<file path="src/rtl/mem_arbiter_pkg.sv">
// mem_arbiter_pkg: shared FSM encoding and port indices for the memory arbiter
package mem_arbiter_pkg;
    typedef enum logic [1:0] {
        IDLE = 2'b00,
        BUSY = 2'b01,
        DONE = 2'b10
    } state_e;
    localparam logic PORT0 = 1'b0;
    localparam logic PORT1 = 1'b1;
endpackage

</file>
<file path="src/rtl/mem_arb_timer.sv">
// mem_arb_timer: BUSY-cycle counter that flags when the transaction has run out of time
module mem_arb_timer #(
    parameter int TIMEOUT = 16
) (
    input  logic clk,
    input  logic rst,
    input  logic clear,
    input  logic enable,
    output logic expired
);
    logic [7:0] cnt_q, cnt_d;
    always_comb cnt_d = clear ? 8'd0 : enable ? cnt_q + 8'd1 : cnt_q;
    always_ff @(posedge clk) begin
        if (rst) cnt_q <= 8'd0;
        else     cnt_q <= cnt_d;
    end
    assign expired = cnt_q == 8'(TIMEOUT - 1);
endmodule

</file>
<file path="src/rtl/mem_arbiter.sv">
// mem_arbiter: two-port round-robin memory arbiter with registered outputs and timeout abort
module mem_arbiter
    import mem_arbiter_pkg::*;
#(
    parameter int ADDR_W  = 32,
    parameter int DATA_W  = 32,
    parameter int TIMEOUT = 16
) (
    input  logic              clk,
    input  logic              rst,
    input  logic              req0,
    input  logic              req1,
    input  logic              we0,
    input  logic              we1,
    input  logic [ADDR_W-1:0] addr0,
    input  logic [ADDR_W-1:0] addr1,
    input  logic [DATA_W-1:0] wdata0,
    input  logic [DATA_W-1:0] wdata1,
    output logic              gnt0,
    output logic              gnt1,
    output logic              done0,
    output logic              done1,
    output logic              err0,
    output logic              err1,
    output logic [DATA_W-1:0] rdata,
    output logic              mem_req,
    output logic              mem_we,
    output logic [ADDR_W-1:0] mem_addr,
    output logic [DATA_W-1:0] mem_wdata,
    input  logic              mem_ready,
    input  logic [DATA_W-1:0] mem_rdata
);
    state_e            state_q, state_d;
    logic              rr_q, rr_d, win_q, win_d;
    logic              start, pick, finish, expired;
    logic              gnt0_q, gnt0_d, gnt1_q, gnt1_d;
    logic              done0_q, done0_d, done1_q, done1_d;
    logic              err0_q, err0_d, err1_q, err1_d;
    logic              mem_req_q, mem_req_d, mem_we_q, mem_we_d;
    logic [DATA_W-1:0] rdata_q, rdata_d, mem_wdata_q, mem_wdata_d;
    logic [ADDR_W-1:0] mem_addr_q, mem_addr_d;

    mem_arb_timer #(.TIMEOUT(TIMEOUT)) u_timer (
        .clk     (clk),
        .rst     (rst),
        .clear   (state_q != BUSY),
        .enable  (state_q == BUSY && !mem_ready),
        .expired (expired)
    );

    always_ff @(posedge clk) begin
        if (rst) begin
            state_q     <= IDLE;
            rr_q        <= PORT0;
            win_q       <= PORT0;
            gnt0_q      <= 1'b0;
            gnt1_q      <= 1'b0;
            done0_q     <= 1'b0;
            done1_q     <= 1'b0;
            err0_q      <= 1'b0;
            err1_q      <= 1'b0;
            rdata_q     <= '0;
            mem_req_q   <= 1'b0;
            mem_we_q    <= 1'b0;
            mem_addr_q  <= '0;
            mem_wdata_q <= '0;
        end else begin
            state_q     <= state_d;
            rr_q        <= rr_d;
            win_q       <= win_d;
            gnt0_q      <= gnt0_d;
            gnt1_q      <= gnt1_d;
            done0_q     <= done0_d;
            done1_q     <= done1_d;
            err0_q      <= err0_d;
            err1_q      <= err1_d;
            rdata_q     <= rdata_d;
            mem_req_q   <= mem_req_d;
            mem_we_q    <= mem_we_d;
            mem_addr_q  <= mem_addr_d;
            mem_wdata_q <= mem_wdata_d;
        end
    end

    always_comb begin
        start   = state_q == IDLE && (req0 || req1);
        pick    = (req0 && req1) ? rr_q : (req1 ? PORT1 : PORT0);
        state_d = start ? BUSY
                : state_q == BUSY ? ((mem_ready || expired) ? DONE : BUSY)
                : IDLE;
        win_d   = start ? pick : win_q;
        rr_d    = start ? ~pick : rr_q;
    end

    // mem_we_q doubles as the latched command direction, still valid on the BUSY->DONE edge
    always_comb begin
        finish      = state_q == BUSY && state_d == DONE;
        gnt0_d      = start && pick == PORT0;
        gnt1_d      = start && pick == PORT1;
        done0_d     = finish && win_q == PORT0;
        done1_d     = finish && win_q == PORT1;
        err0_d      = done0_d && !mem_ready;
        err1_d      = done1_d && !mem_ready;
        rdata_d     = (finish && mem_ready && !mem_we_q) ? mem_rdata : rdata_q;
        mem_req_d   = state_d == BUSY;
        mem_we_d    = start ? (pick ? we1 : we0) : (state_d == BUSY && mem_we_q);
        mem_addr_d  = start ? (pick ? addr1 : addr0) : mem_addr_q;
        mem_wdata_d = start ? (pick ? wdata1 : wdata0) : mem_wdata_q;
    end

    assign gnt0      = gnt0_q;
    assign gnt1      = gnt1_q;
    assign done0     = done0_q;
    assign done1     = done1_q;
    assign err0      = err0_q;
    assign err1      = err1_q;
    assign rdata     = rdata_q;
    assign mem_req   = mem_req_q;
    assign mem_we    = mem_we_q;
    assign mem_addr  = mem_addr_q;
    assign mem_wdata = mem_wdata_q;
endmodule

</file>
<file path="config.mk">
export PLATFORM = sky130hd
export DESIGN_NAME = mem_arbiter
export DESIGN_NICKNAME = d
export VERILOG_FILES = /design/src/rtl/mem_arbiter_pkg.sv /design/src/rtl/mem_arb_timer.sv /design/src/rtl/mem_arbiter.sv
export SDC_FILE = /design/constraint.sdc
export NUM_CORES = 1
export LEC_CHECK = 0
export CAP_MARGIN = 20
export CORE_MARGIN = 2
export CORE_UTILIZATION = 39
export DETAILED_ROUTE_END_ITERATION = 10
export PLACE_DENSITY = 0.84
export SLEW_MARGIN = 15
export SYNTH_ARGS = -nofsm -noshare
export SYNTH_HDL_FRONTEND = slang
export SYNTH_SLANG_ARGS = --single-unit
</file>
<file path="constraint.sdc">
create_clock -name clk -period 1.9 [get_ports clk]
set_input_delay 0.38 -clock clk [delete_from_list [all_inputs] [get_ports clk]]
set_output_delay 0.38 -clock clk [all_outputs]
set_load 0.02 [all_outputs]
</file>
# Word level (Yosys, flattened, before mapping)
# Index checks and enable logic that the tools add are counted.
dict set report totals {
  elab_cells 51
  regBits 116
  inputBits 167
  output_inout_bits 104
}
dict set report op_classes {
  bitwise_logic 2
  n_eq_ne 5
  muxes 9
  n_addsub 1
  reduce_logical 19
}
# op n
set op_table {}
lappend op_table {{32-bit 2-to-1 mux} 2}
lappend op_table {{1-bit logical AND} 13}
lappend op_table {{8-bit by 1-bit adder with 8-bit output (second input constant)} 1}
lappend op_table {{8-bit by 4-bit equality test with 1-bit output (second input constant)} 1}
lappend op_table {{2-bit 2-to-1 mux} 3}
lappend op_table {{2-bit by 1-bit equality test with 1-bit output (second input constant)} 2}
lappend op_table {{1-bit 2-to-1 mux} 4}
lappend op_table {{2-bit equality test (second input constant)} 1}
lappend op_table {{1-bit zero test} 2}
lappend op_table {{2-bit zero test} 1}
lappend op_table {{1-bit logical OR} 2}
lappend op_table {{2-bit by 1-bit inequality test with 1-bit output (second input constant)} 1}
lappend op_table {{1-bit NOT} 2}
lappend op_table {{2-bit OR reduction} 1}

# Depth between registers and ports, before layout
# Gate-level depths: netlist of run 1.
dict set report logic_depth {
  word_depth 9
  depth_mapped 6
  depth_no_buf 4
}

# Modules after synthesis
# From an unflattened synthesis of run 1, not the netlist that was laid out.
dict set report hier_totals {
  hier_cells 541
  hier_area_um2 4906.0
}
# module n_inst area_each_um2 cells_per_inst
set by_module_without_submodules {}
lappend by_module_without_submodules {mem_arbiter 1 4548.1 501}
lappend by_module_without_submodules {mem_arb_timer 1 357.8 40}

# Worst setup path after synthesis of run 1
# No wires, ideal clock.
dict set report synth_timing {
  path_kind {input to register}
  from {in mem_ready}
  to {reg u_timer.cnt_q[7]}
  path_slack_ns 0.406
  arrival_ns 1.423
  stages 4
  setup_ns 0.071
  path_buffers 1
  required_ns 1.829
  cell_sequence {buf_2 > nand4b_1 > or4_1 > a21oi_1}
}
dict set report synth_between {
  elab_chain_len 2
}
# item line
set synth_lines {}
lappend synth_lines {{start: declaration} mem_arbiter.sv:30} ;# input logic mem_ready,
lappend synth_lines {{1-bit zero test} mem_arbiter.sv:47} ;# .enable (state_q == BUSY && !mem_ready),
lappend synth_lines {{1-bit logical AND} mem_arbiter.sv:47}
lappend synth_lines {{end signal: assignment} mem_arb_timer.sv:15} ;# else cnt_q <= cnt_d;
lappend synth_lines {{end: declaration} mem_arb_timer.sv:11} ;# logic [7:0] cnt_q, cnt_d;
# Every way passes these cells.
# A chain may end at the register's enable or synchronous reset.

# Final worst setup path of run 1
dict set report layout_timing {
  from {reg mem_we_q (netlist: mem_we)}
  to {out mem_we}
}
# item line
set layout_rtl {}
lappend layout_rtl {{start: declaration} mem_arbiter.sv:39} ;# logic mem_req_q, mem_req_d, mem_we_q, mem_we_d;
lappend layout_rtl {{start signal: assignment} mem_arbiter.sv:79} ;# mem_we_q <= mem_we_d;
lappend layout_rtl {{end: declaration} mem_arbiter.sv:27} ;# output logic mem_we,
# No word-level cell between the ends.

==> results_dict.tcl, run 1 <==
set metrics [dict create \
    wl_per_cell_um 17.83 \
    core_um2 12520 \
    post_cts_buffers 0 \
    grt_pass1_vias 5085 \
    layout_commonest_cell "clkdlybuf4s50_1" \
    final_cell_mix "269 x clkdlybuf4s50_1, 116 x dfxtp_1, 67 x nand2_1" \
    slew_headroom_pct 63.93 \
    ioPinCount 271 \
    antenna_found_initial 0 \
    cp-end-kind "output port" \
    yosys_warnings 0 \
    dieArea_um2 13680 \
    clock_latency_ns 0.41 \
    rows 41 \
    root_buffer "clkbuf_16" \
    critical-path-top-delay-family "buffers and inverters" \
    slew_viol_final 0 \
    vdd_drop_max_mv 0.5126 \
    arrival_ns 1.39 \
    htree_levels 4 \
    clk_pin_slew_ns 0.05 \
    fp.dieW_um 117.0 \
    cts_buffer_depth 2 \
    nets 928 \
    grt.total_usage_pct 23.81 \
    dp_cells 913 \
    clock_sinks 116 \
    cts_hold_buf 0 \
    finalNonFillerCells 945 \
    netlist_instances 507 \
    min_period_ns 1.775 \
    vias_per_cell 5.478 \
    power_leakage_nw 2.940 \
    die_h_um 117.0 \
    required_ns 1.52 \
    power.density_nw_per_um2 900.3 \
    drtPass1Iterations 5 \
    ant_nets 0 \
    fin_crit_sh_pct 93.41 \
    area_growth_syn_to_layout_pct 70.41 \
    avgSynthCellArea_um2 9.817 \
    finalHoldViolCount 0 \
    critPathBufInv 1 \
    ys_types 43 \
    synth_edf_count 0 \
    post_cts_resized 0 \
    crit_chain "clkdlybuf4s50_1" \
    grt_overflow_total 0 \
    async_reset_ff_share_pct 0 \
    first_iter_violations 471 \
    fin_worst_skew_ns 0.007196 \
    grt_pass1_wl_mm 25.56 \
    cts_tree "done" \
    synth-seq-cells 116 \
    cpMaxStageDelayCell "clkdlybuf4s50_1" \
    drt-total-wl_mm 16.85 \
    hp-class "primary input to flop" \
    startpoint_type "flop" \
    grt_max_degree 61 \
    drive_gt1_share_pct 12.81 \
    gp_congestion 0.7738 \
    post-dp-hpwl_mm 11.85 \
    rsz0062_at_grt "false" \
    fin_setup_tns_ns 0 \
    cts-buffers-inserted 17 \
    antenna_cells 0 \
    criticalPathCategory "flop to output port" \
    max_freq_mhz 563.5 \
    ys_seq_area_share_pct 46.66 \
    crit_path_max_fanout 4 \
    drc_errors 0 \
    syn_area_um2 4977 \
    r2r_slack_ns 0.16 \
    worst_pin_slew_ns 0.5341 \
    start_util_pct 39.76 \
    finalSetupViolCount 0 \
    vias 5177 \
    status "finished clean" \
    slowest_delay_ns 0.63 \
    portBuffers 270 \
    synth_nets 675 \
    synth_flop_cell "dfxtp_1" \
    cap_violations 0 \
]
## synth_stat cells (2+ instances only)
cell type	count	area share, %
a21oi_1	37	3.7
a221o_1	41	8.2
a31oi_1	24	3.0
and4bb_2	2	0.50
buf_1	2	0.15
buf_2	21	2.1
buf_4	2	0.30
buf_6	6	1.4
clkbuf_1	26	2.0
dfxtp_1	116	47
nand2_1	67	5.1
nand2b_1	2	0.25
nand3_1	49	4.9
nand4b_1	3	0.53
nor2_1	8	0.60
nor2b_1	2	0.25
nor3_1	3	0.30
nor4_1	3	0.38
nor4b_1	2	0.35
nor4b_2	37	11
nor4b_4	2	0.96
o21ai_0	26	2.6
o2bb2ai_1	2	0.35
or3_1	2	0.25
or4_1	2	0.30
xor2_1	3	0.53
## area by class of cell
cell class,instances,area [µm²]
multi-input combinational,333,2377
tap,172,215.2
fill,973,4035
timing repair buffer,291,2983
clock inverter,9,102.6
sequential,116,2322
inverter,1,3.754
clock buffer,23,478.0
## worst reg2reg max path, delay by kind of cell, from the launching register on
kind                   cells  cell delay (ns)
AO/OA/AOI/OAI              1             0.16
buffers and inverters      1             0.21
flip-flops                 1             0.43
AND/OR/NAND/NOR            2             0.88
## path summary, 6_finish.rpt
check / start / end / cells after the start
worst max-delay path: mem_we / mem_we / 1
worst min-delay path: rst / win_q / 2
worst max register to register: state_q[0] / mem_wdata[31] / 4
worst min register to register: win_q / err0 / 1
## per-layer routing
layer	vias to the layer above	routed length (µm)	global-route usage (%)
met5	-	0	0
met4	0	481	11.22
met3	38	1625	8.754
met2	266	8258	40.19
met1	2467	6481	26.75
li1	2406	-	-
## registers in the layout, indices dropped and copies added, names as in the netlist
register	flops
mem_we	1
rdata	32
err1	1
done1	1
state_q	2
win_q	1
mem_wdata	32
gnt1	1
mem_addr	32
gnt0	1
done0	1
err0	1
mem_req	1
u_timer.cnt_q	8
rr_q	1
## logic make-up (layout without fill, tap and decap cells)
| family | count (synthesis) | in the layout | synth area share (%) |
|---|---|---|---|
| muxes | 1 | 1 | 0.2011 |
| and+or+nand+nor | 192 | 192 | 27.22 |
| DFF | 116 | 116 | 46.66 |
| buffers and inverters | 58 | 324 | 5.957 |
| xor gates and xnor gates | 4 | 4 | 0.7040 |
| adders and majority gates | 1 | 1 | 0.2513 |
| AOI/OAI and AO/OA | 135 | 135 | 19.00 |
## metrics by stage
step                util [%]  area (µm²)  setup WS [ns]  hold WS (ns)  total power, mW
finish                 67.76        8482         0.1252        0.2408            7.636
global route           67.76        8482        0.01188        0.2342            7.923
CTS                    67.76        8482        0.09149        0.2206            7.696
detailed placement     63.12        7901        -0.1896        0.4381            4.560
global placement       63.12        7901        -0.1336        0.4392            4.510
floorplan                  -        4977         0.4060        0.4224            3.627
## report_power, final
part,switching (mW),total [mW],internal (mW),leakage (nW)
clock network,1.09,3.11,2.02,0.279
logic,0.841,1.76,0.918,1.71
registers,0.123,2.76,2.64,0.950
total,2.05,7.64,5.58,2.94
Power figures use the tool's default switching activity.
==> run 2: changes to the inputs <==
--- a/config.mk
+++ b/config.mk
@@ -10,7 +10,6 @@
 export CORE_UTILIZATION = 39
 export DETAILED_ROUTE_END_ITERATION = 10
 export PLACE_DENSITY = 0.84
-export SLEW_MARGIN = 15
 export SYNTH_ARGS = -nofsm -noshare
 export SYNTH_HDL_FRONTEND = slang
 export SYNTH_SLANG_ARGS = --single-unit
==> results of run 2 <==
The final DEF is identical to that of run 1; final timing and power are the same.
